==> src/rtl/tetris_rotate_ctrl.sv <==
// Rotation controller for a falling tetromino: derives rotated cell offsets and
// walks a wall-kick sequence through an external collision checker.
module tetris_rotate_ctrl #(
    parameter int NUM_KICKS = 3,
    parameter int OFS_W     = 2,
    parameter int KICK_W    = 3
) (
    input  logic              clk,
    input  logic              resetn,
    input  logic              spawn_valid,
    input  logic [2:0]        spawn_shape,
    input  logic              rot_req,
    input  logic              rot_dir,
    output logic              q_valid,
    output logic [1:0]        q_rot,
    output logic [KICK_W-1:0] q_kick,
    output logic [OFS_W-1:0]  q_dx0,
    output logic [OFS_W-1:0]  q_dx1,
    output logic [OFS_W-1:0]  q_dx2,
    output logic [OFS_W-1:0]  q_dx3,
    output logic [OFS_W-1:0]  q_dy0,
    output logic [OFS_W-1:0]  q_dy1,
    output logic [OFS_W-1:0]  q_dy2,
    output logic [OFS_W-1:0]  q_dy3,
    input  logic              q_ready,
    input  logic              q_hit,
    output logic [2:0]        cur_shape,
    output logic [1:0]        cur_rot,
    output logic [KICK_W-1:0] cur_kick,
    output logic [OFS_W-1:0]  cur_dx0,
    output logic [OFS_W-1:0]  cur_dx1,
    output logic [OFS_W-1:0]  cur_dx2,
    output logic [OFS_W-1:0]  cur_dx3,
    output logic [OFS_W-1:0]  cur_dy0,
    output logic [OFS_W-1:0]  cur_dy1,
    output logic [OFS_W-1:0]  cur_dy2,
    output logic [OFS_W-1:0]  cur_dy3,
    output logic              busy,
    output logic              done,
    output logic              fail
);

    typedef enum logic {IDLE = 1'b0, QUERY = 1'b1} state_t;

    typedef struct packed {
        logic [3:0][1:0] x;
        logic [3:0][1:0] y;
    } cells_t;

    state_t                   state_q, state_d;
    logic [1:0]               target_q, target_d;
    logic [1:0]               k_q, k_d;
    logic [1:0]               cur_rot_q, cur_rot_d;
    logic [2:0]               cur_shape_q, cur_shape_d;
    logic signed [KICK_W-1:0] cur_kick_q, cur_kick_d;
    logic                     done_q, done_d;
    logic                     fail_q, fail_d;
    logic [1:0]               next_rot;
    logic signed [KICK_W-1:0] kick_now;
    cells_t                   cur_c, q_c;

    // Rot-0 occupancy in a 4x4 box, bit index y*4+x.
    function automatic logic [15:0] base_mask(input logic [2:0] shape);
        case (shape)
            3'd0:    base_mask = 16'h0066;
            3'd1:    base_mask = 16'h00F0;
            3'd2:    base_mask = 16'h0072;
            3'd3:    base_mask = 16'h0036;
            3'd4:    base_mask = 16'h0063;
            3'd5:    base_mask = 16'h0071;
            3'd6:    base_mask = 16'h0074;
            default: base_mask = 16'h0000;
        endcase
    endfunction

    function automatic logic [15:0] rotate_cw(input logic [15:0] m, input int n);
        logic [15:0] r;
        r = '0;
        for (int y = 0; y < 4; y++)
            for (int x = 0; x < 4; x++)
                if (x < n && y < n && m[4'(y * 4 + x)])
                    r[4'(x * 4 + n - 1 - y)] = 1'b1;
        return r;
    endfunction

    function automatic cells_t shape_cells(input logic [2:0] shape, input logic [1:0] rot);
        logic [15:0] m;
        cells_t      c;
        int          cnt;
        int          n;
        m = base_mask(shape);
        n = (shape == 3'd1) ? 4 : 3;
        if (shape != 3'd0)
            for (int i = 0; i < 3; i++)
                if (i < int'(rot)) m = rotate_cw(m, n);
        c   = '0;
        cnt = 0;
        // Scanning the mask in bit order already yields row-major sorted cells.
        for (int b = 0; b < 16; b++)
            if (m[4'(b)] && cnt < 4) begin
                c.x[2'(cnt)] = 2'(b % 4);
                c.y[2'(cnt)] = 2'(b / 4);
                cnt++;
            end
        return c;
    endfunction

    function automatic logic signed [KICK_W-1:0] kick_of(input logic [1:0] k);
        case (k)
            2'd1:    kick_of = KICK_W'(-1);
            2'd2:    kick_of = KICK_W'(1);
            2'd3:    kick_of = KICK_W'(-2);
            default: kick_of = '0;
        endcase
    endfunction

    assign next_rot = rot_dir ? (cur_rot_q - 2'd1) : (cur_rot_q + 2'd1);
    assign kick_now = kick_of(k_q);

    always_comb begin
        state_d     = state_q;
        target_d    = target_q;
        k_d         = k_q;
        cur_shape_d = cur_shape_q;
        cur_rot_d   = cur_rot_q;
        cur_kick_d  = cur_kick_q;
        done_d      = 1'b0;
        fail_d      = 1'b0;
        if (spawn_valid) begin
            cur_shape_d = spawn_shape;
            cur_rot_d   = '0;
            cur_kick_d  = '0;
            k_d         = '0;
            state_d     = IDLE;
        end else if (state_q == IDLE) begin
            if (rot_req) begin
                case (cur_shape_q)
                    3'd0: begin
                        cur_rot_d  = next_rot;
                        cur_kick_d = '0;
                        done_d     = 1'b1;
                    end
                    3'd7:    fail_d = 1'b1;
                    default: begin
                        target_d = next_rot;
                        k_d      = '0;
                        state_d  = QUERY;
                    end
                endcase
            end
        end else if (q_ready) begin
            if (!q_hit) begin
                cur_rot_d  = target_q;
                cur_kick_d = kick_now;
                done_d     = 1'b1;
                state_d    = IDLE;
            end else if (k_q == 2'(NUM_KICKS - 1)) begin
                fail_d  = 1'b1;
                state_d = IDLE;
            end else begin
                k_d = k_q + 2'd1;
            end
        end
    end

    always_ff @(posedge clk or negedge resetn) begin
        if (!resetn) begin
            state_q     <= IDLE;
            target_q    <= '0;
            k_q         <= '0;
            cur_shape_q <= '0;
            cur_rot_q   <= '0;
            cur_kick_q  <= '0;
            done_q      <= 1'b0;
            fail_q      <= 1'b0;
        end else begin
            state_q     <= state_d;
            target_q    <= target_d;
            k_q         <= k_d;
            cur_shape_q <= cur_shape_d;
            cur_rot_q   <= cur_rot_d;
            cur_kick_q  <= cur_kick_d;
            done_q      <= done_d;
            fail_q      <= fail_d;
        end
    end

    assign cur_c = shape_cells(cur_shape_q, cur_rot_q);
    assign q_c   = shape_cells(cur_shape_q, target_q);

    assign busy      = (state_q == QUERY);
    assign q_valid   = (state_q == QUERY);
    assign done      = done_q;
    assign fail      = fail_q;
    assign q_rot     = target_q;
    assign q_kick    = kick_now;
    assign cur_shape = cur_shape_q;
    assign cur_rot   = cur_rot_q;
    assign cur_kick  = cur_kick_q;

    assign q_dx0   = OFS_W'(q_c.x[0]);
    assign q_dx1   = OFS_W'(q_c.x[1]);
    assign q_dx2   = OFS_W'(q_c.x[2]);
    assign q_dx3   = OFS_W'(q_c.x[3]);
    assign q_dy0   = OFS_W'(q_c.y[0]);
    assign q_dy1   = OFS_W'(q_c.y[1]);
    assign q_dy2   = OFS_W'(q_c.y[2]);
    assign q_dy3   = OFS_W'(q_c.y[3]);
    assign cur_dx0 = OFS_W'(cur_c.x[0]);
    assign cur_dx1 = OFS_W'(cur_c.x[1]);
    assign cur_dx2 = OFS_W'(cur_c.x[2]);
    assign cur_dx3 = OFS_W'(cur_c.x[3]);
    assign cur_dy0 = OFS_W'(cur_c.y[0]);
    assign cur_dy1 = OFS_W'(cur_c.y[1]);
    assign cur_dy2 = OFS_W'(cur_c.y[2]);
    assign cur_dy3 = OFS_W'(cur_c.y[3]);

endmodule

==> config.mk <==
export PLATFORM = sky130hd
export DESIGN_NAME = tetris_rotate_ctrl
export DESIGN_NICKNAME = d
export VERILOG_FILES = /design/src/rtl/tetris_rotate_ctrl.sv
export SDC_FILE = /design/constraint.sdc
export NUM_CORES = 1
export LEC_CHECK = 0
export CORE_ASPECT_RATIO = 0.7
export CORE_MARGIN = 10
export CORE_UTILIZATION = 35
export DETAILED_ROUTE_END_ITERATION = 8
export PLACE_DENSITY = 0.65
export SLEW_MARGIN = 5
export SYNTH_ARGS = -nofsm -noshare
export SYNTH_HDL_FRONTEND = slang
export SYNTH_SLANG_ARGS = --single-unit
export TNS_END_PERCENT = 1
==> constraint.sdc <==
create_clock -name clk -period 5.58 [get_ports clk]
set_input_delay 1.116 -clock clk [delete_from_list [all_inputs] [get_ports clk]]
set_output_delay 1.116 -clock clk [all_outputs]
set_load 0.005 [all_outputs]
==> key figures, run 1 <==
Synthesis
  – Top-area cell type share of the netlist area: 19.3%
  – Synthesized area: 2720 sq um
  – Post-Synth Adder-Cell Area: 19.3%
  – Post-synthesis sequential area ratio: 12.9%
  – Synth area leader: ha_1
  – Avg Cell Area, Syn: 7.45 sq um
  – Post-synthesis sequential element count: 14
  – Most area-consuming cells after synthesis: ha_1 19%, dfrtp_1 13%, nand2_1 4.7%
  – YS warnings: 0
  – Ys async rst share: 100%
  – Ys flop type: dfrtp_1
  – Library cells used by synthesis: 66
  – Number of synthesized flops with an enable pin: 0
  – Post-Syn Instances: 365
  – Xor/xnor share of the synthesized area: 1.93%
  – Post-synthesis mux area share: 2.35%
  – Largest family of logic cells by synthesized area: simple AND/OR/NAND/NOR gates
  – Simple-gate area share of the yosys netlist: 30.4%
  – Complex-gate fraction of the synthesized area: 22.8%

Timing
  – Final period utilization: 103%
  – WHS: 0.506 ns
  – Setup TNS: -0.336 ns
  – Setup-failing EPs final: 4
  – Skew final: 0.00150 ns
  – Worst slew pin tran: 0.761 ns
  – Fin crit period: 5.74 ns
  – Final Max Tran Viols: 0
  – Worst setup margin: -0.158 ns
  – Max Freq: 174 MHz
  – Fin. Hold Viols: 0
  – Max_slew headroom: 48.9%
  – RSZ-0062 raised after global routing: yes

Floorplan
  – CORE AREA: 7420 sq um
  – Io pins: 59
  – Die X: 125 um
  – Die area: 11700 sq um
  – Starting Density: 36.6%
  – Die height: 93.7 um
  – Rows: 26

Clock tree
  – Worst skew pair latency: 0.25 ns
  – Clock Path Buffers: 2
  – Num CTS Buffers: 3
  – CTS tree: built
  – Clk slew on worst S/H paths: 0.06 ns
  – Root Buffer: clkbuf_8
  – H-tree depth: 1
  – Clk sinks: 14
  – # hold bufs at CTS: 0

Pwr
  – PD cells: 599 nW/um^2
  – Design Power: 0.00256 W
  – P_leak: 2.17 nW
  – Peak VDD IR: 0.313 mV

Min path
  – Hold Path Class: reg -> reg

Layout
  – Most common cell after layout, fill and taps aside: buf_4
  – Sequential cell area: 352 sq um
  – Layout Cells excl Fill: 599
  – Layout cells sized above 1: 34.3%
  – Most frequent cells in the layout: 101 x buf_4, 32 x nand2_1, 32 x ha_1
  – Area of the multi-input gates: 2380 sq um
  – Area growth, synth to finish: 57.4%
  – Number of fill cells in the layout: 664
  – Nets: 555
  – # diodes: 0

Placed design
  – GPL Wtd Cong: 0.973
  – I/O Buffers: 48
  – Worst slack, placed: -0.403 ns
  – Dpl cells: 583
  – Post-DP HPWL: 7150 um

Setup path
  – Crit path max fanout: 5
  – WS Path Type: reg -> out
  – CP Capture Type: output pin
  – CP startpoint kind: register
  – Worst endpoint required time: 4.46 ns
  – CP Data Arrival Time: 4.62 ns

Drt
  – Detailed-route via count: 3170
  – Routed WL per cell: 15.2 um
  – Drt total wl: 9120 um
  – Starting DRT DRC Count: 214
  – Final ANT Viol Nets: 0
  – Drt pass-1 iters: 5
  – DR DRC count: 0
  – Vias per cell: 5.29

Global route
  – GRT Overall Usage: 14.2%
  – GRT overflow: 0
  – Vias in the first global route: 2994
  – Initial antenna violation count: 0
  – Largest net degree at the start of global routing: 24
  – First-pass GRT wire length: 14500 um

Status
  – Failing checks: negative setup slack
  – Outcome: finished, violations left

Job
  – Max Cap Viol: 0
[where the power goes]
part | internal (W) | switching (W)
clock | 0.0000479 | 0.0000375
sequential | 0.000116 | 0.0000176
combinational | 0.00124 | 0.00110
[stage by stage]
stage | cell area (sq um) | util (%)
final | 4280 | 57.7
after detailed placement | 3880 | 52.3
after global routing | 4280 | 57.7
after floorplan | 2760 | -
after CTS | 4050 | 54.5
after global placement | 3880 | 52.3
[final timing paths]
path	from	endpoint	slack [ns]	cells after the start
worst min-delay path	cur_kick[0]	cur_kick[0]	0.51	2
worst max-delay path	cur_rot[0]	cur_dx3[1]	-0.16	24
worst min register to register	cur_kick[0]	cur_kick[0]	0.51	2
worst max register to register	cur_shape[0]	cur_rot[0]	3.44	6
max in group asynchronous	resetn	cur_shape[1]	3.87	1
min in group asynchronous	resetn	k_q[1]	1.26	1
[layout make-up]
cell class | instances | area share [%]
sequential | 14 | 8.22
timing repair buffer | 153 | 29.9
multi-input combinational | 303 | 55.6
tap | 98 | 2.87
inverter | 28 | 2.46
clock buffer | 3 | 0.965
[state kept, by name (all words and copies together) (netlist names)]
| signal | flops |
|---|---|
| cur_shape | 3 |
| cur_kick | 2 |
| cur_rot | 2 |
| k_q | 2 |
| q_rot | 2 |
| busy | 1 |
| done | 1 |
| fail | 1 |
[what timing repair did]
item                                    in CTS  in global routing
gates resized for setup                     38                 54
endpoints found under the setup margin      20                 20
setup buffers                                6                  7
endpoints found under the hold margin        0                  0
pin swaps                                   10                 16
[worst max-delay path: stages (launching register included)]
cell and delay, ns:
dfrtp_1 0.41, ha_2 0.21, or2b_4 0.28, a21oi_2 0.19, a21oi_4 0.05, nand3b_1 0.13
nand3_4 0.11, inv_2 0.11, ha_4 0.14, o21ai_0 0.07, o21ai_1 0.14, inv_1 0.09
ha_2 0.27, a211o_1 0.24, o41ai_2 0.07, or2_4 0.19, inv_1 0.05, ha_1 0.21
a31oi_1 0.15, nor3_1 0.07, nor4_1 0.18, buf_4 0.19, o211a_1 0.19, a22o_1 0.15
clkdlybuf4s50_1 0.50
[routing by layer]
metal | GRT usage [%] | wire (um)
met1 | 18.9 | 4250
met2 | 23.7 | 4290
met3 | 2.37 | 490
met4 | 3.06 | 91
met5 | 0 | 0
[cells in the mapped netlist, types with 2 or more instances]
master,n
nand3b_1,7
nand2b_1,8
a21boi_0,2
or2_2,6
dfrtp_1,14
nor4_1,3
o22ai_1,2
nand3_1,15
o211ai_1,2
o2111ai_1,2
nor2_1,24
a221oi_1,2
nor3b_1,3
clkbuf_1,9
o31a_1,2
buf_4,13
buf_1,2
o2bb2ai_1,2
and3_1,5
a222oi_1,2
xnor2_1,6
o31ai_1,6
nand4_1,5
ha_1,42
o21ai_0,23
o211a_1,3
a211oi_1,3
nor2b_1,10
a21o_1,2
a31oi_1,3
mux2i_1,3
inv_1,28
nand2_1,34
nor3_1,9
a21oi_1,15
a22o_1,7
o21bai_1,3
buf_2,3
and2_1,6
mux2_2,3
[logic make-up (layout without fill, tap and decap cells)]
group	count (synthesis)	after routing
adders and majority gates	42	42
and+or+nand+nor	149	149
DFF	14	14
buffers and inverters	57	184
other	1	10
muxes	6	6
AOI/OAI and AO/OA	90	90
xor gates and xnor gates	6	6
Power figures use the tool's default switching activity.
==> run 2: changes to the inputs <==
Settings changed: CAP_MARGIN set to 5, CORE_UTILIZATION 35 to 47, CTS_BUF_LIST set to sky130_fd_sc_hd__clkbuf_4 sky130_fd_sc_hd__clkbuf_8 sky130_fd_sc_hd__clkbuf_16, PLACE_DENSITY 0.65 to 0.82.
==> run 2 against run 1 <==
Against the previous run: the run still ends with negative setup slack left; count of clock-buffer cells in the layout up 1; register-to-register slack worse by 0.04 ns; clock power is 16% higher; global-route usage rose by 5.0 points; critical path type unchanged; critical endpoint is now cur_dx1[0]; largest cell class unchanged.
==> key figures, run 2 (synthesis results as in run 1) <==
Status
  – Outcome: finished, violations left (unchanged)
  – Failing checks: negative setup slack (unchanged)

Setup path
  – RR Endpoint: cur_rot[0] (unchanged)
  – Family with the most delay on the worst path: simple AND/OR/NAND/NOR gates (was compound AO/OA/AOI/OAI gates)
  – CP Capture Type: output pin (unchanged)
  – CP Cell Sequence: ha_4, or2b_1, a21oi_2, a21oi_2, nand3b_1, nand3_4, ha_4, inv_2, xnor2_2, ha_1, a211o_1, o41ai_2, or2_4, inv_1, ha_4, a31oi_1, nor3_1, nor4_1, buf_4, buf_4, nand2_2, buf_4, a21o_2, dlygate4sd2_1 (was ha_2, or2b_4, a21oi_2, a21oi_4, nand3b_1, nand3_4, inv_2, ha_4, o21ai_0, o21ai_1, inv_1, ha_2, a211o_1, o41ai_2, or2_4, inv_1, ha_1, a31oi_1, nor3_1, nor4_1, buf_4, o211a_1, a22o_1, clkdlybuf4s50_1)
  – CP Data Arrival Time: 4.55 ns (was 4.62 ns)
  – Worst Path Buf+Inv: 6 (was 5)
  – CP max stage delay: 0.44 ns (was 0.50 ns)
  – R2r setup slk: 3.40 ns (was 3.44 ns)
  – Crit path max fanout: 5 (unchanged)
  – R2R cell count: 8 (was 6)
  – Worst reg2reg startpoint: cur_shape[1] (was cur_shape[0])
  – Worst endpoint required time: 4.46 ns (about the same)
  – WS Path Type: reg -> out (unchanged)
  – CP max stage cell: dfrtp_2 (was clkdlybuf4s50_1)
  – CP startpoint kind: register (unchanged)

Min path
  – Hold EP: cur_kick[0] (unchanged)
  – Worst Hold Depth: 2 (unchanged)
  – Hold Path Class: reg -> reg (unchanged)
  – Worst hold start: cur_kick[0] (unchanged)

Placed design
  – Dpl cells: 560 (was 583)
  – Worst slack, placed: -0.398 ns (was -0.403 ns)
  – GPL Wtd Cong: 0.935 (was 0.973)
  – Post-DP HPWL: 7200 um (was 7150 um)
  – Placement Cell Area: 3850 sq um (was 3880 sq um)
  – I/O Buffers: 48 (unchanged)

Layout
  – Most frequent cells in the layout: 103 x buf_4, 31 x ha_1, 29 x nand2_1 (was 101 x buf_4, 32 x nand2_1, 32 x ha_1)
  – Cell area after layout: 4220 sq um (was 4280 sq um)
  – Area of the multi-input gates: 2400 sq um (was 2380 sq um)
  – Nets: 553 (was 555)
  – Max reg flops: 3 (unchanged)
  – Sequential cell area: 354 sq um (was 352 sq um)
  – Layout Cells excl Fill: 575 (was 599)
  – Number of fill cells in the layout: 403 (was 664)
  – # diodes: 0 (unchanged)
  – Most common cell after layout, fill and taps aside: buf_4 (unchanged)
  – Area growth, synth to finish: 55.3% (was 57.4%)
  – Layout cells sized above 1: 37.4% (was 34.3%)

Timing
  – Final Max Tran Viols: 0 (unchanged)
  – RSZ-0062 raised after global routing: yes (unchanged)
  – Worst slew pin tran: 0.786 ns (was 0.761 ns)
  – Max_slew headroom: 47.3% (was 48.9%)
  – Setup-failing EPs final: 6 (was 4)
  – Skew final: 0.00147 ns (was 0.00150 ns)
  – WHS: 0.510 ns (was 0.506 ns)
  – Fin crit period: 5.67 ns (was 5.74 ns)
  – Fin. Hold Viols: 0 (unchanged)
  – Max Freq: 176 MHz (was 174 MHz)
  – Worst setup margin: -0.0868 ns (was -0.158 ns)
  – Final period utilization: 102% (was 103%)

Clock tree
  – Root Buffer: clkbuf_8 (unchanged)
  – Clock Path Buffers: 2 (unchanged)
  – CTS tree: built (unchanged)
  – Num CTS Buffers: 3 (unchanged)
  – # hold bufs at CTS: 0 (unchanged)
  – H-tree depth: 1 (unchanged)
  – Clk sinks: 14 (unchanged)
  – Clk slew on worst S/H paths: 0.06 ns (about the same)
  – Worst skew pair latency: 0.24 ns (was 0.25 ns)

Pwr
  – Peak VDD IR: 0.291 mV (was 0.313 mV)
  – PD cells: 626 nW/um^2 (was 599 nW/um^2)
  – Design Power: 0.00264 W (was 0.00256 W)
  – P_leak: 2.09 nW (was 2.17 nW)

Global route
  – Vias in the first global route: 3341 (was 2994)
  – First-pass GRT wire length: 15600 um (was 14500 um)
  – GRT overflow: 0 (unchanged)
  – GRT Overall Usage: 19.2% (was 14.2%)
  – Largest net degree at the start of global routing: 24 (unchanged)
  – Initial antenna violation count: 0 (unchanged)

Drt
  – Vias per cell: 5.69 (was 5.29)
  – DR DRC count: 0 (unchanged)
  – Routed WL per cell: 17.0 um (was 15.2 um)
  – Drt total wl: 9770 um (was 9120 um)
  – Detailed-route via count: 3274 (was 3170)
  – Drt pass-1 iters: 5 (unchanged)
  – Final ANT Viol Nets: 0 (unchanged)
  – Starting DRT DRC Count: 245 (was 214)

Floorplan
  – Rows: 23 (was 26)
  – Io pins: 59 (unchanged)
  – Die area: 9270 sq um (was 11700 sq um)
  – CORE AREA: 5670 sq um (was 7420 sq um)
  – Die X: 111 um (was 125 um)
  – Starting Density: 47.9% (was 36.6%)
  – Die height: 83.6 um (was 93.7 um)

Job
  – Max Cap Viol: 0 (unchanged)
## run 2: through the flow
step | utilization (%) | setup TNS, ns
after floorplan | - | -0.0577
after global placement | 68.0 | -0.866
after detailed placement | 68.0 | -4.18
after CTS | 71.6 | -1.89
after global routing | 74.5 | -2.46
final | 74.5 | -0.243
## run 2: timing repair
item	in CTS	in global routing
buffers inserted	6	5
pin swaps	10	18
gates resized for setup	51	60
setup endpoints to repair	20	20
gates cloned	0	0
## run 2: worst reg2reg max path: cells and delay by family (launching register included)
| family | cells | cell delay (ns) |
|---|---|---|
| AND/OR/NAND/NOR | 3 | 0.38 |
| buffers and inverters | 3 | 0.47 |
| AO/OA/AOI/OAI | 2 | 0.78 |
| flip-flops | 1 | 0.45 |
## run 2: how the worst max path moves through the flow
stage	from	end	slack, ns	depth (start not counted)
floorplan	cur_shape[0]	q_dy0[0]	-0.03	20
global placement	cur_rot[0]	cur_dy1[0]	-0.23	22
detailed placement	cur_rot[0]	cur_dy1[0]	-0.40	22
CTS	cur_shape[2]	q_dy1[0]	-0.20	20
global route	cur_rot[0]	cur_dx1[0]	-0.31	24
finish	cur_rot[0]	cur_dx1[0]	-0.09	24
## run 2: report_power, final
group	total [W]	switching [W]	internal [W]
Clock	0.0000988	0.0000363	0.0000625
Sequential	0.000135	0.0000190	0.000116
Combinational	0.00241	0.00116	0.00125
Total	0.00264	0.00122	0.00142
## run 2: cell type report
class / instances / share of cell area, %
multi-input cells: 303 / 56.8
repair buffers: 151 / 28.7
flip-flops and latches: 14 / 8.39
inverters: 28 / 2.55
well taps: 75 / 2.22
clock buffers: 4 / 1.30
## run 2: layer usage
layer	track usage (%)	part of all wire [%]	vias to the layer above
li1	-	-	1548
met1	22.7	42	1575
met2	34.1	50	132
met3	3.88	6.4	19
met4	5.42	1.7	0
met5	0	0	-
